File: src/rtl/response_collector_if.sv
// response_collector_if
//   Bundles the capture-side and response-side signals of the response
//   collector so the evaluation FSM (or a bench) and the collector share one
//   port.
//
//   Capture side (master drives):
//     store_response_puf  one-cycle capture strobe
//     select_puf          loop index, valid with the strobe
//     count_in            shared oscillation counter value, valid with the strobe
//     eval_done           evaluation-complete level
//   Response side:
//     resp_data           response word (slave drives)
//     resp_valid          response available (slave drives)
//     resp_ready          consumer can accept (master drives)
//     missing_err         sticky: some loop was not captured (slave drives)
//     dup_err             sticky: a loop was captured twice or a strobe was
//                         out of place (slave drives)
//
//   Handshake: a response transfers on any rising clk edge where resp_valid
//   and resp_ready are both 1. While resp_valid is 1 and resp_ready is 0,
//   resp_valid stays 1 and resp_data holds its value. resp_valid may not wait
//   on resp_ready, and resp_ready may be driven independently of resp_valid.
interface response_collector_if #(
    parameter int NUM_LOOPS  = 4,
    parameter int COUNT_BITS = 32
) ();
    localparam int SEL_W = $clog2(NUM_LOOPS - 1) + 1;

    logic                   store_response_puf;
    logic [SEL_W-1:0]       select_puf;
    logic [COUNT_BITS-1:0]  count_in;
    logic                   eval_done;
    logic [NUM_LOOPS/2-1:0] resp_data;
    logic                   resp_valid;
    logic                   resp_ready;
    logic                   missing_err;
    logic                   dup_err;

    modport master (
        output store_response_puf, select_puf, count_in, eval_done, resp_ready,
        input  resp_data, resp_valid, missing_err, dup_err
    );

    modport slave (
        input  store_response_puf, select_puf, count_in, eval_done, resp_ready,
        output resp_data, resp_valid, missing_err, dup_err
    );
endinterface

File: src/rtl/response_collector.sv
// response_collector
//   Collects one averaged oscillation count per TERO loop, compares loops
//   pairwise (loop 2k against loop 2k+1) and hands out the resulting response
//   word over a valid/ready handshake.
//
//   Ports:
//     clk        system clock
//     reset      asynchronous active-low reset; release is synchronised
//                internally, so the first capture is taken on the second clk
//                edge after reset rises
//     bus        response_collector_if.slave (capture strobe, loop index,
//                counter value, eval_done, response handshake, sticky errors)
//     state_dbg  current FSM state (0 IDLE, 1 COLLECT, 2 COMPARE, 3 OUTPUT)
//
//   Optional feature, macro RESPONSE_COLLECTOR_RAW_READOUT_EN:
//     raw_addr   loop index to read back
//     raw_data   stored average of that loop, registered (one-cycle latency),
//                0 for an out-of-range address
module response_collector #(
    parameter int NUM_LOOPS        = 4,
    parameter int COUNT_BITS       = 32,
    parameter int REPETITIONS_BITS = 13,
    parameter int FREQ_BITS        = 16
) (
    input  logic                                 clk,
    input  logic                                 reset,
    response_collector_if.slave                  bus,
`ifdef RESPONSE_COLLECTOR_RAW_READOUT_EN
    input  logic [$clog2(NUM_LOOPS-1):0]         raw_addr,
    output logic [FREQ_BITS-1:0]                 raw_data,
`endif
    output logic [1:0]                           state_dbg
);
    localparam int SEL_W  = $clog2(NUM_LOOPS - 1) + 1;
    localparam int PAIRS  = NUM_LOOPS / 2;
    localparam int CMP_W  = (PAIRS > 1) ? $clog2(PAIRS) : 1;

    typedef enum logic [1:0] {
        IDLE    = 2'd0,
        COLLECT = 2'd1,
        COMPARE = 2'd2,
        OUTPUT  = 2'd3
    } state_t;

    state_t                 state;
    logic                   run;
    logic                   eval_q;
    logic [FREQ_BITS-1:0]   freq [NUM_LOOPS];
    logic [NUM_LOOPS-1:0]   slot_valid;
    logic [CMP_W-1:0]       cmp_idx;

    logic [COUNT_BITS-1:0]  shifted;
    logic [FREQ_BITS-1:0]   sat_val;
    logic [NUM_LOOPS-1:0]   sel_hot;
    logic [NUM_LOOPS-1:0]   cap_mask;
    logic                   sel_ok;
    logic                   eval_rise;
    logic [FREQ_BITS-1:0]   cmp_a;
    logic [FREQ_BITS-1:0]   cmp_b;

    assign state_dbg = state;
    assign eval_rise = bus.eval_done && !eval_q;
    assign shifted   = bus.count_in >> (REPETITIONS_BITS - 1);

    // Clamp the averaged count to the stored width.
    always_comb begin
        sat_val = shifted[FREQ_BITS-1:0];
        if ((shifted >> FREQ_BITS) != '0) begin
            sat_val = '1;
        end
    end

    // One-hot decode of the loop index; an out-of-range index decodes to zero.
    always_comb begin
        sel_hot = '0;
        for (int i = 0; i < NUM_LOOPS; i++) begin
            sel_hot[i] = (bus.select_puf == SEL_W'(i));
        end
    end

    assign sel_ok   = |sel_hot;
    assign cap_mask = bus.store_response_puf ? sel_hot : '0;

    // Operands of the pair under comparison; slots never captured read as 0.
    always_comb begin
        cmp_a = '0;
        cmp_b = '0;
        for (int k = 0; k < PAIRS; k++) begin
            if (cmp_idx == CMP_W'(k)) begin
                cmp_a = slot_valid[2*k]   ? freq[2*k]   : '0;
                cmp_b = slot_valid[2*k+1] ? freq[2*k+1] : '0;
            end
        end
    end

    always_ff @(posedge clk or negedge reset) begin
        if (!reset) begin
            run         <= 1'b0;
            eval_q      <= 1'b0;
            state       <= IDLE;
            slot_valid  <= '0;
            cmp_idx     <= '0;
            bus.resp_valid  <= 1'b0;
            bus.resp_data   <= '0;
            bus.missing_err <= 1'b0;
            bus.dup_err     <= 1'b0;
            for (int i = 0; i < NUM_LOOPS; i++) begin
                freq[i] <= '0;
            end
        end else begin
            // Single-stage release: logic below acts from the second edge on.
            run    <= 1'b1;
            eval_q <= bus.eval_done;
            if (run) begin
                case (state)
                    IDLE: begin
                        slot_valid <= '0;
                        if (bus.store_response_puf) begin
                            state           <= COLLECT;
                            bus.missing_err <= 1'b0;
                            bus.dup_err     <= !sel_ok;
                            slot_valid      <= cap_mask;
                            for (int i = 0; i < NUM_LOOPS; i++) begin
                                if (cap_mask[i]) freq[i] <= sat_val;
                            end
                        end
                    end
                    COLLECT: begin
                        if (bus.store_response_puf) begin
                            if (!sel_ok || ((slot_valid & sel_hot) != '0)) begin
                                bus.dup_err <= 1'b1;
                            end
                            slot_valid <= slot_valid | cap_mask;
                            for (int i = 0; i < NUM_LOOPS; i++) begin
                                if (cap_mask[i]) freq[i] <= sat_val;
                            end
                        end
                        // A strobe in the same cycle counts toward completeness.
                        if (eval_rise) begin
                            state         <= COMPARE;
                            cmp_idx       <= '0;
                            bus.resp_data <= '0;
                            if (!(&(slot_valid | cap_mask))) begin
                                bus.missing_err <= 1'b1;
                            end
                        end
                    end
                    COMPARE: begin
                        if (bus.store_response_puf) bus.dup_err <= 1'b1;
                        for (int k = 0; k < PAIRS; k++) begin
                            if (cmp_idx == CMP_W'(k)) bus.resp_data[k] <= (cmp_a > cmp_b);
                        end
                        if (cmp_idx == CMP_W'(PAIRS - 1)) begin
                            state          <= OUTPUT;
                            bus.resp_valid <= 1'b1;
                        end else begin
                            cmp_idx <= cmp_idx + 1'b1;
                        end
                    end
                    OUTPUT: begin
                        if (bus.store_response_puf) bus.dup_err <= 1'b1;
                        if (bus.resp_ready) begin
                            bus.resp_valid <= 1'b0;
                            state          <= IDLE;
                        end
                    end
                    default: state <= IDLE;
                endcase
            end
        end
    end

`ifdef RESPONSE_COLLECTOR_RAW_READOUT_EN
    always_ff @(posedge clk or negedge reset) begin
        if (!reset) begin
            raw_data <= '0;
        end else begin
            raw_data <= '0;
            for (int i = 0; i < NUM_LOOPS; i++) begin
                if (raw_addr == SEL_W'(i)) raw_data <= freq[i];
            end
        end
    end
`endif
endmodule

File: src/flat_wrapper.sv
// flat-port wrapper written by rule: the top's interface ports become plain ports
module response_collector_flat 
#(
    parameter int NUM_LOOPS        = 4,
    parameter int COUNT_BITS       = 32,
    parameter int REPETITIONS_BITS = 13,
    parameter int FREQ_BITS        = 16
)
  (clk, reset, state_dbg, bus_store_response_puf, bus_select_puf, bus_count_in, bus_eval_done, bus_resp_ready, bus_resp_data, bus_resp_valid, bus_missing_err, bus_dup_err);
  response_collector_if #(.NUM_LOOPS(NUM_LOOPS), .COUNT_BITS(COUNT_BITS)) bus_i ();
  input  logic clk;
  input  logic reset;
  output logic [1:0] state_dbg;
  input wire logic [$bits(bus_i.store_response_puf)-1:0] bus_store_response_puf;
  input wire logic [$bits(bus_i.select_puf)-1:0] bus_select_puf;
  input wire logic [$bits(bus_i.count_in)-1:0] bus_count_in;
  input wire logic [$bits(bus_i.eval_done)-1:0] bus_eval_done;
  input wire logic [$bits(bus_i.resp_ready)-1:0] bus_resp_ready;
  output wire logic [$bits(bus_i.resp_data)-1:0] bus_resp_data;
  output wire logic [$bits(bus_i.resp_valid)-1:0] bus_resp_valid;
  output wire logic [$bits(bus_i.missing_err)-1:0] bus_missing_err;
  output wire logic [$bits(bus_i.dup_err)-1:0] bus_dup_err;
  assign bus_i.store_response_puf = bus_store_response_puf;
  assign bus_i.select_puf = bus_select_puf;
  assign bus_i.count_in = bus_count_in;
  assign bus_i.eval_done = bus_eval_done;
  assign bus_i.resp_ready = bus_resp_ready;
  assign bus_resp_data = bus_i.resp_data;
  assign bus_resp_valid = bus_i.resp_valid;
  assign bus_missing_err = bus_i.missing_err;
  assign bus_dup_err = bus_i.dup_err;
  response_collector #(.NUM_LOOPS(NUM_LOOPS), .COUNT_BITS(COUNT_BITS), .REPETITIONS_BITS(REPETITIONS_BITS), .FREQ_BITS(FREQ_BITS)) u_core (.clk(clk), .reset(reset), .bus(bus_i), .state_dbg(state_dbg));
endmodule
File: config.mk
export PLATFORM = sky130hd
export DESIGN_NAME = response_collector_flat
export DESIGN_NICKNAME = d
export VERILOG_FILES = /design/src/rtl/response_collector_if.sv /design/src/rtl/response_collector.sv /design/src/flat_wrapper.sv
export SDC_FILE = /design/constraint.sdc
export NUM_CORES = 1
export LEC_CHECK = 0
export CELL_PAD_IN_SITES_DETAIL_PLACEMENT = 1
export CELL_PAD_IN_SITES_GLOBAL_PLACEMENT = 2
export CORE_AREA = 2 2 103 105
export CTS_CLUSTER_SIZE = 30
export DETAILED_ROUTE_END_ITERATION = 16
export DIE_AREA = 0 0 105 107
export PLACE_DENSITY = 0.88
export SYNTH_ARGS = -nofsm -noshare
export SYNTH_HDL_FRONTEND = slang
export SYNTH_SLANG_ARGS = --single-unit
File: constraint.sdc
create_clock -name clk -period 5.61 [get_ports clk]
set_clock_uncertainty 0.2 [all_clocks]
set_input_delay 0.8415 -clock clk [delete_from_list [all_inputs] [get_ports clk]]
set_output_delay 0.8415 -clock clk [all_outputs]
set_load 0.05 [all_outputs]
==> metrics.cfg, run 1 <==
[sta]
slew_viol_final=0
rsz0062_at_grt=false
slew_headroom=0.340
totalNegativeSetupSlack_ns=0
fin_crit_ns=3.20
worst_pin_slew_ns=0.990
setup-violations-final=0
min_period_over_period=0.571
hold_violations=0
clock.fmax_mhz=312
fin_hold_ws_ns=0.284

[die]
rows=37
die_area_um2=11200
start_util=0.370
die_y_um=107
die-width_um=105
ios=47
core_area_um2=10100

[critical_path]
crit_fanout=16
cp-start-kind=register
rr_worst_depth=7
arrival_ns=3.22
r2r_start=u_core.cmp_idx
crit_type=register to register
cp_top_family=simple AND/OR/NAND/NOR gates
critPathBufInv=0
required_ns=5.63
timing.reg2reg.setup_slack_ns=2.41
r2r_end=u_core.bus.resp_data[1]
slowest_delay_ns=0.64
worst_setup_path_end_kind=register
cp_cell_sequence=and2_1 > a22oi_1 > ha_1 > nand4_2 > or4_4 > o21ai_0 > o31ai_1
critPathSlowestCell=and2_1

[clocking]
clkTransAtPathRegs_ns=0.09
numCtsBuffers=9
cts.sinks=78
cts_buffer_depth=2
postCtsSetupBuffers=0
insertion_delay_ns=0.35
root_buffer=clkbuf_8
cts_hold_buf=0
htreeDepth=3
cts_tree=built
cts.repair.resized=0

[synth]
syn_area_um2=3740
synth_edf_count=0
synth.distinct_cells=40
synth.avg_cell_area_um2=9.76
ys_warn_count=0
ys.flop_type=dfrtp_1
seq_area_frac_synth=0.522
syn_nets=444
netlist_instances=383
async_flop_share=1.00
yosys_register_bits=78

[flow_run]
drv_cap=0

[grt]
antenna_found_initial=0
grt_overflow=0
grt_pass1_vias=3117
grt_max_degree=79
grt_pass1_wl_um=15600
grt_usage=0.175

[power]
peakVddDrop_mv=0.193
p_leak_nw=1.98
powerDensity_nw_per_um2=516

[finish]
fin_cells=552
diodes=0
final_cell_mix=dfrtp_1, nand2_1, o21ai_0
utilization=0.437
layout_commonest_cell=dfrtp_1
layout-drive-gt1-share=0.0769
fin_nets=472
area_growth_pct=17.9

[drt]
drt_wl_total_um=8940
drc=0
dr.first_iter.drc_count=105
firstDrtPassIters=4
wl_per_cell_um=16.2
num_vias=2910
antenna_left=0
viasPerCell=5.27

[outcome]
outcome=complete, no violations

[min_path]
min_path_type=register to register
whs_path_depth=2
min_from=u_core.bus.resp_data[1]
holdPathEnd=u_core.bus.resp_data[1]

[place]
gp_congestion=0.743
portBuffers=34
dp.cells=536
place_hpwl_um=6000

## how the worst max path moves through the flow
stage | start | to | slack [ns] | cells after the start
3_3_place_gp | u_core.cmp_idx | u_core.bus.resp_data[1] | 2.40 | 7
4_1_cts | u_core.cmp_idx | u_core.bus.resp_data[0] | 2.39 | 7
5_1_grt | u_core.cmp_idx | u_core.bus.resp_data[1] | 2.20 | 7
2_1_floorplan | u_core.cmp_idx | u_core.bus.resp_data[1] | 2.78 | 10
6_report | u_core.cmp_idx | u_core.bus.resp_data[1] | 2.41 | 7
3_5_place_dp | u_core.cmp_idx | u_core.bus.resp_data[0] | 2.40 | 7
## metrics by stage
step	worst slack, ns	area (um^2)	total power [mW]
floorplan	2.78	3740	1.58
detailed placement	2.40	4200	1.86
global route	2.20	4410	2.47
global placement	2.40	4200	1.80
CTS	2.39	4410	2.30
finish	2.41	4410	2.27
## kinds of logic after synthesis
group,share of synthesized area
AO/OA/AOI/OAI,0.212
AND/OR/NAND/NOR,0.148
flip-flops,0.522
buffers and inverters,0.0291
adder cells (fa/ha/maj),0.0703
multiplexers,0.0177
other,0.00100
## synthesized netlist by cell type, types with 3 or more instances
master	instances	share of area
a21oi_1	24	0.032
nor2b_1	6	0.010
ha_1	21	0.070
buf_2	3	0.0040
clkbuf_1	18	0.018
nand3_1	3	0.0040
mux2_2	3	0.0090
o21ai_0	53	0.071
nor2_1	36	0.036
a22o_1	17	0.040
nand2_1	63	0.063
a22oi_1	16	0.032
dfrtp_1	78	0.52
inv_1	3	0.0030
nand3b_1	5	0.010
## report_power, final
group / internal [mW] / switching, mW / leakage (nW)
Combinational: 0.365 / 0.489 / 0.933
Clock: 0.220 / 0.212 / 0.103
Sequential: 0.828 / 0.161 / 0.943
Total: 1.41 / 0.862 / 1.98
## cell type report
type,instances,area (um^2)
fillers,1190,5690
flip-flops and latches,78,1950
multi-input cells,279,1680
repair buffers,40,383
well taps,136,170
clock buffers,10,138
clock inverters,6,68.8
inverters,3,11.3
## state kept, by name, summed over array words and instances (netlist names)
| signal | flops |
|---|---|
| u_core.freq | 64 |
| u_core.slot_valid | 4 |
| u_core.bus.resp_data | 2 |
| u_core.state_dbg | 2 |
| u_core.bus.dup_err | 1 |
| u_core.bus.missing_err | 1 |
| u_core.bus.resp_valid | 1 |
| u_core.cmp_idx | 1 |
| u_core.eval_q | 1 |
| u_core.run | 1 |
## layer usage
layer,vias up,GRT usage,share of wire
met5,-,0,0
met3,7,0.0444,0.033
met4,0,0.0410,0.0085
met2,38,0.309,0.51
li1,1406,-,-
met1,1459,0.215,0.44
## tightest hold or removal path: stages (launching register included)
cell and delay (ns):
dfrtp_1 0.35, nand2_1 0.05, o31ai_1 0.05
(Power assumes the default switching activity.)
==> run 2, diff against run 1 <==
--- a/config.mk
+++ b/config.mk
@@ -7,11 +7,11 @@
 export LEC_CHECK = 0
 export CELL_PAD_IN_SITES_DETAIL_PLACEMENT = 1
 export CELL_PAD_IN_SITES_GLOBAL_PLACEMENT = 2
-export CORE_AREA = 2 2 103 105
+export CORE_AREA = 2 2 113 115
 export CTS_CLUSTER_SIZE = 30
 export DETAILED_ROUTE_END_ITERATION = 16
-export DIE_AREA = 0 0 105 107
-export PLACE_DENSITY = 0.88
+export DIE_AREA = 0 0 115 117
+export PLACE_DENSITY = 0.79
 export SYNTH_ARGS = -nofsm -noshare
 export SYNTH_HDL_FRONTEND = slang
 export SYNTH_SLANG_ARGS = --single-unit
==> constraint.sdc (replaced) <==
create_clock -name clk -period 2.6 [get_ports clk]
set_clock_uncertainty 0.2 [all_clocks]
set_input_delay 0.39 -clock clk [delete_from_list [all_inputs] [get_ports clk]]
set_output_delay 0.39 -clock clk [all_outputs]
set_load 0.05 [all_outputs]
==> metrics.cfg, run 2 (same netlist as run 1, synthesis figures left out) <==
[min_path]
whs_path_depth=2  ; unchanged
min_path_type=register to register

[finish]
reg.largest.list=u_core.freq: 64 flops, u_core.slot_valid: 4 flops
fin_nets=498  ; +5.5%
largest_register_ffs=64  ; unchanged
diodes=0  ; unchanged
fin_area_um2=4900  ; +11%
largest_register=u_core.freq
layout-drive-gt1-share=0.154  ; +0.0773
layout_commonest_cell=dfrtp_1
final_cell_mix=dfrtp_1, nand2_1, o21ai_0
area_growth_pct=31.0

[grt]
grt_pass1_wl_um=16400  ; +5.5%
grt_overflow=0  ; unchanged
grt_max_degree=46  ; -42%
grt_usage=0.159  ; -0.0159
grt_pass1_vias=3238  ; +3.9%
antenna_found_initial=0  ; unchanged

[power]
powerDensity_nw_per_um2=1180  ; +130%
fin_total_pwr_mw=5.79  ; +150%
peakVddDrop_mv=0.379  ; +96%
p_leak_nw=2.19  ; +11%

[die]
core_area_um2=12300  ; +22%
start_util=0.304  ; -0.0668
die-width_um=115  ; +9.5%
ios=47  ; unchanged
die_area_um2=13500  ; +20%
rows=41  ; +11%
die_y_um=117  ; +9.3%

[sta]
clock.fmax_mhz=369  ; +18%
rsz0062_at_grt=true
finalWorstSetupSlack_ns=-0.109  ; -2.52 ns
slew_headroom=0.581  ; +0.241
min_period_over_period=1.04  ; +0.471
fin_crit_ns=2.71  ; -0.492 ns
setup-violations-final=2  ; +2
slew_viol_final=0  ; unchanged
worst_pin_slew_ns=0.628  ; -0.361 ns
hold_violations=0  ; unchanged

[clocking]
cts_tree=built
root_buffer=clkbuf_16
cts.sinks=78  ; unchanged
numCtsBuffers=9  ; unchanged
htreeDepth=3  ; unchanged
cts_buffer_depth=2  ; unchanged
insertion_delay_ns=0.34  ; about the same
clkTransAtPathRegs_ns=0.05  ; -0.04 ns

[drt]
antenna_left=0  ; unchanged
viasPerCell=5.07  ; -3.9%
drt_wl_total_um=9950  ; +11%
firstDrtPassIters=5  ; +1
wl_per_cell_um=16.8  ; +3.9%
num_vias=2994  ; +2.9%
dr.first_iter.drc_count=92  ; -12%
drc=0  ; unchanged

[place]
post_dp_cell_area_um2=4470  ; +6.5%
place_hpwl_um=6630  ; +11%
gp_congestion=0.721  ; -2.9%
portBuffers=34  ; unchanged

[critical_path]
critPathSlowestCell=or4_4
cp_cell_sequence=and2_4 > buf_12 > a22o_1 > ha_4 > nand4_1 > or4_4 > buf_4 > o21ai_4 > o31ai_1
worst_setup_path_end_kind=register
rr_worst_depth=9  ; +2
crit_type=register to register
cp-start-kind=register
required_ns=2.61  ; -3.02 ns
arrival_ns=2.72  ; -0.50 ns
slowest_delay_ns=0.57  ; -0.07 ns
crit_fanout=7  ; -9

[outcome]
violations=negative setup slack
outcome=finished with violations

[flow_run]
drv_cap=0  ; unchanged

-- run 2: changes by cell type in the layout (fill, tap and decap cells not counted), sizes merged --
cell and change:
clkbuf +5, dlygate4sd3 +1, clkinvlp -1, clkinv -3, bufinv -1, buf +25
inv -1
-- run 2: report_power, final --
group	internal [mW]	total, mW	switching [mW]
Sequential	1.79	2.15	0.354
Clock	0.747	1.22	0.475
Combinational	1.11	2.42	1.32
Total	3.65	5.79	2.14
-- run 2: metal layers --
| metal | track usage | routed length, um | up-vias |
|---|---|---|---|
| met2 | 0.274 | 4980 | 33 |
| met1 | 0.201 | 4590 | 1490 |
| met5 | 0 | 0 | - |
| li1 | - | - | 1459 |
| met3 | 0.0201 | 183 | 12 |
| met4 | 0.0723 | 191 | 0 |
-- run 2: path summary, 6_finish.rpt --
| kind | from | end | slack (ns) |
|---|---|---|---|
| setup reg to reg | u_core.cmp_idx | u_core.bus.resp_data[1] | -0.11 |
| setup / recovery | u_core.cmp_idx | u_core.bus.resp_data[1] | -0.11 |
| min in group asynchronous | reset | u_core.freq[34] | 0.42 |
| max in group asynchronous | reset | u_core.freq[43] | 1.18 |
| hold / removal | u_core.freq[12] | u_core.freq[12] | 0.28 |
| hold reg to reg | u_core.freq[12] | u_core.freq[12] | 0.28 |
-- run 2: what timing repair did --
| item | 4_1_cts | 5_1_grt |
|---|---|---|
| endpoints found under the setup margin | 2 | 2 |
| resized for setup | 15 | 6 |
| pin swaps | 7 | 1 |
| endpoints found under the hold margin | 43 | 0 |
| hold buffers | 1 | 0 |
| buffers inserted | 1 | 1 |
-- run 2: cell type report --
class                           instances  area (um^2)
Clock buffer                           15          288
Fill cell                            1377         7410
Inverter                                3         11.3
Multi-Input combinational cell        279         1810
Sequential cell                        78         1950
Tap cell                              150          188
Timing Repair Buffer                   66          651
-- run 2: critical path: cells and delay by family, from the launching register on --
kind	cells	cell delay, ns
and+or+nand+nor	3	0.89
DFF	1	0.46
AOI/OAI and AO/OA	3	0.45
buffers and inverters	2	0.30
adders and majority gates	1	0.28
-- run 2: per-stage QoR --
step / util / instances / TNS, ns / hold slack, ns / setup WS, ns
after floorplan: - / 383 / -0.0121 / -0.106 / -0.0121
after global placement: 0.363 / 574 / -0.610 / 0.245 / -0.310
after detailed placement: 0.363 / 574 / -0.450 / 0.259 / -0.250
after CTS: 0.394 / 590 / -0.192 / 0.284 / -0.107
after global routing: 0.398 / 591 / -0.405 / 0.314 / -0.236
final: 0.398 / 591 / -0.202 / 0.281 / -0.109
==> run 3, diff against run 2 <==
--- a/config.mk
+++ b/config.mk
@@ -11,6 +11,7 @@
 export CTS_CLUSTER_SIZE = 30
 export DETAILED_ROUTE_END_ITERATION = 16
 export DIE_AREA = 0 0 115 117
+export HOLD_SLACK_MARGIN = 0.12
 export PLACE_DENSITY = 0.79
 export SYNTH_ARGS = -nofsm -noshare
 export SYNTH_HDL_FRONTEND = slang
==> results of run 3 <==
The final DEF is identical to that of run 2; final timing and power are the same.
